$ cat src/rtl/dm_arbiter_if.sv
// Requester-side word-access handshake for the data memory arbiter.
// master = requester (CPU MEM stage or loader), slave = arbiter.
interface dm_arbiter_if #(
  parameter int ADDR_W = 32
);
  logic              req;
  logic              we;
  logic [ADDR_W-1:0] addr;
  logic [31:0]       wdata;
  logic              gnt;
  logic              done;
  logic              err;
  logic [31:0]       rdata;

  modport master (output req, we, addr, wdata, input gnt, done, err, rdata);
  modport slave  (input req, we, addr, wdata, output gnt, done, err, rdata);
endinterface

$ cat src/rtl/dm_arbiter.sv
// Two-port round-robin arbiter and sequencer for the 128-byte big-endian DM.
// One word access per grant; illegal addresses are reported, never issued to DM.
module dm_arbiter #(
  parameter int MEM_SIZE = 128,
  parameter int ADDR_W   = 32
) (
  input  logic         clk,
  input  logic         rst,
  dm_arbiter_if.slave  m0,
  dm_arbiter_if.slave  m1,
  output logic [31:0]  dm_MemAddr,
  output logic [31:0]  dm_MemWriteData,
  output logic         dm_MemWrite,
  output logic         dm_MemRead,
  input  logic [31:0]  dm_MemReadData
);

  typedef enum logic {IDLE, ACCESS} state_t;

  state_t            state_q, state_d;
  logic              last_q;
  logic              win_q;
  logic              we_q;
  logic [ADDR_W-1:0] addr_q;
  logic [31:0]       wdata_q;
  logic [1:0]        gnt_q, done_q, err_q;
  logic [31:0]       rdata0_q, rdata1_q;

  logic el0, el1, grant, winner, illegal;

  // A requester still holding req during its done cycle is not re-eligible yet.
  assign el0 = m0.req & ~done_q[0];
  assign el1 = m1.req & ~done_q[1];

  assign illegal = (addr_q[1:0] != 2'b00) || (addr_q > ADDR_W'(MEM_SIZE - 4));

  always_ff @(posedge clk or posedge rst) begin
    if (rst) state_q <= IDLE;
    else     state_q <= state_d;
  end

  always_comb begin
    state_d = state_q;
    grant   = 1'b0;
    winner  = 1'b0;
    case (state_q)
      IDLE: begin
        if (el0 | el1) begin
          grant   = 1'b1;
          // Port 1 wins when alone, or on a tie when port 1 was not last served.
          winner  = el1 & (~el0 | ~last_q);
          state_d = ACCESS;
        end
      end
      ACCESS: state_d = IDLE;
    endcase
  end

  always_comb begin
    dm_MemAddr      = '0;
    dm_MemWriteData = '0;
    dm_MemWrite     = 1'b0;
    dm_MemRead      = 1'b0;
    if (state_q == ACCESS) begin
      dm_MemAddr      = 32'(addr_q);
      dm_MemWriteData = wdata_q;
      dm_MemWrite     = ~illegal & we_q;
      dm_MemRead      = ~illegal & ~we_q;
    end
  end

  always_ff @(posedge clk or posedge rst) begin
    if (rst) begin
      last_q   <= 1'b1;
      win_q    <= 1'b0;
      we_q     <= 1'b0;
      addr_q   <= '0;
      wdata_q  <= '0;
      gnt_q    <= '0;
      done_q   <= '0;
      err_q    <= '0;
      rdata0_q <= '0;
      rdata1_q <= '0;
    end else begin
      gnt_q  <= '0;
      done_q <= '0;
      err_q  <= '0;
      if (grant) begin
        last_q  <= winner;
        win_q   <= winner;
        we_q    <= winner ? m1.we    : m0.we;
        addr_q  <= winner ? m1.addr  : m0.addr;
        wdata_q <= winner ? m1.wdata : m0.wdata;
        gnt_q   <= winner ? 2'b10 : 2'b01;
      end
      if (state_q == ACCESS) begin
        done_q <= win_q ? 2'b10 : 2'b01;
        err_q  <= win_q ? {illegal, 1'b0} : {1'b0, illegal};
        if (!illegal && !we_q) begin
          if (win_q) rdata1_q <= dm_MemReadData;
          else       rdata0_q <= dm_MemReadData;
        end
      end
    end
  end

  assign m0.gnt   = gnt_q[0];
  assign m1.gnt   = gnt_q[1];
  assign m0.done  = done_q[0];
  assign m1.done  = done_q[1];
  assign m0.err   = err_q[0];
  assign m1.err   = err_q[1];
  assign m0.rdata = rdata0_q;
  assign m1.rdata = rdata1_q;

endmodule
$ cat src/flat_wrapper.sv
// flat-port wrapper written by rule: the top's interface ports become plain ports
module dm_arbiter_flat 
#(
  parameter int MEM_SIZE = 128,
  parameter int ADDR_W   = 32
)
  (clk, rst, dm_MemAddr, dm_MemWriteData, dm_MemWrite, dm_MemRead, dm_MemReadData, m0_req, m0_we, m0_addr, m0_wdata, m0_gnt, m0_done, m0_err, m0_rdata, m1_req, m1_we, m1_addr, m1_wdata, m1_gnt, m1_done, m1_err, m1_rdata);
  dm_arbiter_if #(.ADDR_W(ADDR_W)) m0_i ();
  dm_arbiter_if #(.ADDR_W(ADDR_W)) m1_i ();
  input  logic clk;
  input  logic rst;
  output logic [31:0] dm_MemAddr;
  output logic [31:0] dm_MemWriteData;
  output logic dm_MemWrite;
  output logic dm_MemRead;
  input  logic [31:0] dm_MemReadData;
  input wire logic [$bits(m0_i.req)-1:0] m0_req;
  input wire logic [$bits(m0_i.we)-1:0] m0_we;
  input wire logic [$bits(m0_i.addr)-1:0] m0_addr;
  input wire logic [$bits(m0_i.wdata)-1:0] m0_wdata;
  output wire logic [$bits(m0_i.gnt)-1:0] m0_gnt;
  output wire logic [$bits(m0_i.done)-1:0] m0_done;
  output wire logic [$bits(m0_i.err)-1:0] m0_err;
  output wire logic [$bits(m0_i.rdata)-1:0] m0_rdata;
  input wire logic [$bits(m1_i.req)-1:0] m1_req;
  input wire logic [$bits(m1_i.we)-1:0] m1_we;
  input wire logic [$bits(m1_i.addr)-1:0] m1_addr;
  input wire logic [$bits(m1_i.wdata)-1:0] m1_wdata;
  output wire logic [$bits(m1_i.gnt)-1:0] m1_gnt;
  output wire logic [$bits(m1_i.done)-1:0] m1_done;
  output wire logic [$bits(m1_i.err)-1:0] m1_err;
  output wire logic [$bits(m1_i.rdata)-1:0] m1_rdata;
  assign m0_i.req = m0_req;
  assign m0_i.we = m0_we;
  assign m0_i.addr = m0_addr;
  assign m0_i.wdata = m0_wdata;
  assign m0_gnt = m0_i.gnt;
  assign m0_done = m0_i.done;
  assign m0_err = m0_i.err;
  assign m0_rdata = m0_i.rdata;
  assign m1_i.req = m1_req;
  assign m1_i.we = m1_we;
  assign m1_i.addr = m1_addr;
  assign m1_i.wdata = m1_wdata;
  assign m1_gnt = m1_i.gnt;
  assign m1_done = m1_i.done;
  assign m1_err = m1_i.err;
  assign m1_rdata = m1_i.rdata;
  dm_arbiter #(.MEM_SIZE(MEM_SIZE), .ADDR_W(ADDR_W)) u_core (.clk(clk), .rst(rst), .m0(m0_i), .m1(m1_i), .dm_MemAddr(dm_MemAddr), .dm_MemWriteData(dm_MemWriteData), .dm_MemWrite(dm_MemWrite), .dm_MemRead(dm_MemRead), .dm_MemReadData(dm_MemReadData));
endmodule
$ cat config.mk
export PLATFORM = sky130hd
export DESIGN_NAME = dm_arbiter_flat
export DESIGN_NICKNAME = d
export VERILOG_FILES = /design/src/rtl/dm_arbiter_if.sv /design/src/rtl/dm_arbiter.sv /design/src/flat_wrapper.sv
export SDC_FILE = /design/constraint.sdc
export NUM_CORES = 1
export LEC_CHECK = 0
export ABC_AREA = 1
export BUFFER_PORTS_ARGS = -buffer_cell sky130_fd_sc_hd__buf_4
export CORE_MARGIN = 5
export CORE_UTILIZATION = 42
export DETAILED_ROUTE_END_ITERATION = 16
export PLACE_DENSITY = 0.88
export RECOVER_POWER = 50
export SLEW_MARGIN = 15
export SYNTH_ARGS = -nofsm -noshare
export SYNTH_HDL_FRONTEND = slang
export SYNTH_SLANG_ARGS = --single-unit
$ cat constraint.sdc
create_clock -name clk -period 5 [get_ports clk]
set_input_delay 1 -clock clk [delete_from_list [all_inputs] [get_ports clk]]
set_output_delay 1 -clock clk [all_outputs]
set_load 0.005 [all_outputs]
**Yosys cells after proc, flatten, opt, wreduce, memory -nomap -nowiden**

Index checks and enable logic that the tools add are counted.

- Bits in registers: 138
- Bits of input ports: 166
- Output and inout bits: 136
- Word-level logic and storage cells: 52

- Magnitude comparators: 1
- Mux-type cells: 18
- Bitwise logic cells: 15
- Reduce and logical (&&, ||, !) cells: 7

Operator list:

| operator | count |
|---|---|
| 32-bit two-way mux | 4 |
| 32-bit by 7-bit greater-than comparator with 1-bit output (second input constant) | 1 |
| 2-bit two-way mux | 6 |
| 1-bit inverter | 8 |
| 1-bit two-way mux | 7 |
| 3-bit AND reduction | 2 |
| 1-bit bitwise AND | 5 |
| 1-bit logical NOT | 2 |
| 1-bit bitwise OR | 2 |
| 1-bit case mux with 2 select lines | 1 |
| 2-bit nonzero test | 1 |
| 1-bit logical AND | 1 |
| 1-bit logical OR | 1 |

**Longest topological paths before layout**

- Word-level depth: 9
- Depth in mapped cells: 9
- Depth with buffers taken out: 8

**Least setup slack after synthesis**

OpenSTA, ideal clock, no wires.

- Kind: reg2out
- Start: reg u_core.addr_q[22]
- End: out dm_MemRead
- Data arrival time: 1.170 ns
- Required time: 4.000 ns
- Setup slack: 2.830 ns
- Cell stages (with the launch flop): 9
- Cell sequence: dfrtp_1 -> nor2_1 -> nand2_1 -> nor2_1 -> nand2_1 -> nor2_4 -> buf_6 -> nand2_1 -> nor2_1

- Word-level cells in the longest chain between the ends: 5

RTL lines:

| what | RTL line | RTL |
|---|---|---|
| start, declared | dm_arbiter.sv:24 | `logic [ADDR_W-1:0] addr_q;` |
| start signal, assigned | dm_arbiter.sv:92 | `addr_q <= winner ? m1.addr : m0.addr;` |
| 32-bit by 7-bit greater-than comparator with 1-bit output | dm_arbiter.sv:35 | `assign illegal = (addr_q[1:0] != 2'b00) \|\| (addr_q > ADDR_W'(MEM_SIZE - 4));` |
| 1-bit logical OR | dm_arbiter.sv:35 |  |
| 1-bit inverter | dm_arbiter.sv:68 | `dm_MemRead = ~illegal & ~we_q;` |
| 1-bit bitwise AND | dm_arbiter.sv:68 |  |
| 1-bit two-way mux | dm_arbiter.sv:64 | `if (state_q == ACCESS) begin` |
| end, declared | flat_wrapper.sv:15 | `output logic dm_MemRead;` |

Every way passes these cells.

**Final worst setup path**

- Start: reg u_core.state_q
- End: out dm_MemRead

- Word-level cells in the longest chain between the ends: 1

RTL lines:

| what | RTL line | RTL |
|---|---|---|
| start, declared | dm_arbiter.sv:20 | `state_t state_q, state_d;` |
| start signal, assigned | dm_arbiter.sv:39 | `else state_q <= state_d;` |
| 1-bit two-way mux | dm_arbiter.sv:64 |  |

Every way passes these cells.

==> results.tsv <==
metric	value	unit
number of H-tree levels	4	
worst slack at placement	1.93	ns
main flop type after synthesis	dfrtp_1	
highest fanout seen on the critical path	39	
most frequent cell after synthesis	nand2_1	
number of clock buffers inserted by TritonCTS	17	
Remaining Overflow, GRT	0	
Die Y	134	um
met3 wire length	2140	um
top post-synthesis cells by area	dfrtp_1, nand2_1, nand4_1, inv_1, nand3_1	
top cell types by occurrence after synthesis	nand2_1, dfrtp_1, inv_1, nand4_1, nand3_1	
Routed met2 length	9840	um
startpoint of the worst-slack reg-to-reg timing path	u_core.done_q[0]	
hold buffer count at CTS	0	
Reg2Reg Capture Point	u_core.addr_q[29]	
Skew-Pair Late Insertion Delay	0.41	ns
M1 wire length	8180	um
setup_tns	0	ns
hold_sp	u_core.m0.rdata[14]	
number of cells traversed by the worst hold path	2	
final instance count without filler cells	1301	
Synthesis Warnings	0	
number of instances in the synthesized netlist	826	
type of the worst setup path	flop to primary output	
Worst Path Required	4.00	ns
Avg Synthesized Cell Area	7.78	um2
Lkg Pwr	4.97	nW
layout cells sized above 1	30.4	%
reg-to-reg slack, setup	1.86	ns
Slew Limit Fails	107	
unique cell type count in the Yosys netlist	22	
1st-iter DRT viols	413	
post-layout worst setup margin	1.51	ns
iteration count of the initial detailed-routing pass	5	
wire length of the first global-routing pass	33400	um
effective utilization at floorplan	42.6	%
maximum number of pins on one net before global-route repair	93	
post-route ant nets	0	
data arrival time of the critical path	2.49	ns
site row count	45	
library cell with the largest summed area after synthesis	dfrtp_1	
Post CTS Setup Buffer Count	0	
min-delay worst type	flop to flop	
post-synth net total	992	
area of the mapped netlist	6420	um2
peak supply drop	282	uV
weighted congestion at the end of routability-driven global placement	0.830	
number of enable-type register cells in the synthesized netlist	0	
core region area	15100	um2
delay contributed by the slowest stage of the critical path	1.00	ns
length in cells of the worst reg-to-reg path	7	
DRC viols	0	
count of nets after finishing	1264	
area added between synthesis and finish	43.9	%
unrepaired setup endpoints after global routing	no	
drt total wl	20800	um
fraction of post-synthesis cell area in the top cell type by area	53.4	%
max_cap viols	3	
tightest hold margin	0.469	ns
number of global-route vias before repair	6523	
TritonCTS sink count	138	
number of antenna violations at the first check in global routing	2	
element type at the critical path start	flop	
Global Route Usage Sum	23.4	%
buffers and inverters on the worst path	2	
power density over cell area	507	nW/um2
Hold Fails Final Rpt	0	
multi-input gate area in the final layout	2410	um2
drt wl/cell	16.0	um
Worst Max-Slew Pin Slew	2.42	ns
worst min-delay path endpoint	u_core.m0.rdata[14]	
setup violation total in the final timing report	0	
Tcrit/Tclk final	69.8	%
clk slew on worst S/H paths	0.06	ns
failing checks	capacitance limit, slew limit	
status	finished, violations left	
cell at the root of the clock tree	clkbuf_16	
Slowest-stage cell, CP	dfrtp_1	
Most common cell on crit path	buf_4	
maximum frequency from static timing analysis	287	MHz
post-detailed-route via-to-cell ratio	5.12	
Relative slew margins	-61.1	%
total instance count after detailed placement	1267	
final core utilization	61.3	%
HPWL after detailed placement	14700	um
width of the chip	134	um
number of top-level pins	302	
clock tree from TritonCTS	done	
Filler Cell Count	1303	
footprint of the flip-flops and latches	3450	um2
Resize count post-CTS	0	
post-route minimum period	3.49	ns
top layer used by detailed routing	met4	
cells traversed along the worst timing path	buf_4 > nand2_1 > nor2_1 > buf_4	
DIE AREA	17900	um2
Clock Path Buffers	2	
kind of cell adding the most delay to the critical path	flip-flops	
post-synthesis sequential element count	138	
port buffer count	301	
Setup crit end kind	primary output	
fraction of registers with async set or reset after synthesis	100	%
worst-case clock skew	0.00830	ns
total number of vias	6655	
sequential area share after synthesis	53.8	%
metal layers:
layer / GRT usage [%] / vias up
li1: - / 3152
met1: 29.4 / 3126
met2: 37.3 / 335
met3: 7.63 / 42
met4: 9.60 / 0
met5: 0 / -
per-stage QoR:
step	area, um2	total power [mW]
floorplan	6420	2.69
global placement	8700	3.42
detailed placement	8700	3.48
CTS	9300	4.75
global route	9240	5.04
finish	9240	4.69
worst max path at each step:
stage                            from            endpoint  depth (start not counted)
detailed placement             m0_req  u_core.wdata_q[20]                          7
CTS                 u_core.addr_q[11]          dm_MemRead                          8
global route                      rst  u_core.m1.rdata[2]                          3
finish                 u_core.state_q          dm_MemRead                          4
floorplan                         rst    u_core.addr_q[0]                          1
global placement               m0_req  u_core.wdata_q[31]                          7
registers in the layout, summed over array words and instances, names as in the netlist:
register	flops
u_core.gnt_q	2
u_core.m1.rdata	32
u_core.err_q	2
u_core.win_q	1
u_core.last_q	1
u_core.state_q	1
u_core.wdata_q	32
u_core.m0.rdata	32
u_core.done_q	2
u_core.we_q	1
u_core.addr_q	32
tightest hold or removal path: cells and delay by family, from the launching register on:
kind          cells  cell delay, ns
flops             1            0.34
simple gates      2            0.09
power by group:
part           internal, mW  switching, mW  leakage (nW)  total [mW]
Sequential             1.43          0.233          1.45        1.66
Combinational         0.712           1.06          3.24        1.77
Clock                 0.762          0.496         0.274        1.26
Total                  2.91           1.78          4.97        4.69
cell usage in the layout, fill, tap and decap left out, drive strengths merged, types with 4 or more instances in the layout:
cell type and count:
o21ai 34, buf 235, nand2 364, nand3 52
inv 75, clkinvlp 6, dfrtp 137, clkbuf 92
clkinv 4, nor2 41, nand4 64
cells by family after synthesis:
logic type | after synthesis | synth area share, %
DFF | 138 | 53.8
buffers and inverters | 129 | 8.82
and+or+nand+nor | 522 | 34.4
AOI/OAI and AO/OA | 37 | 2.96
layout make-up:
class | count | area share [%]
Timing Repair Buffer | 308 | 24.5
Tap cell | 188 | 2.54
Clock buffer | 19 | 4.90
Clock inverter | 13 | 1.53
Multi-Input combinational cell | 559 | 26.1
Sequential cell | 138 | 37.4
Antenna cell | 2 | 0.0541
Inverter | 74 | 3.06
Note: power is estimated with default switching activity, not from simulation.
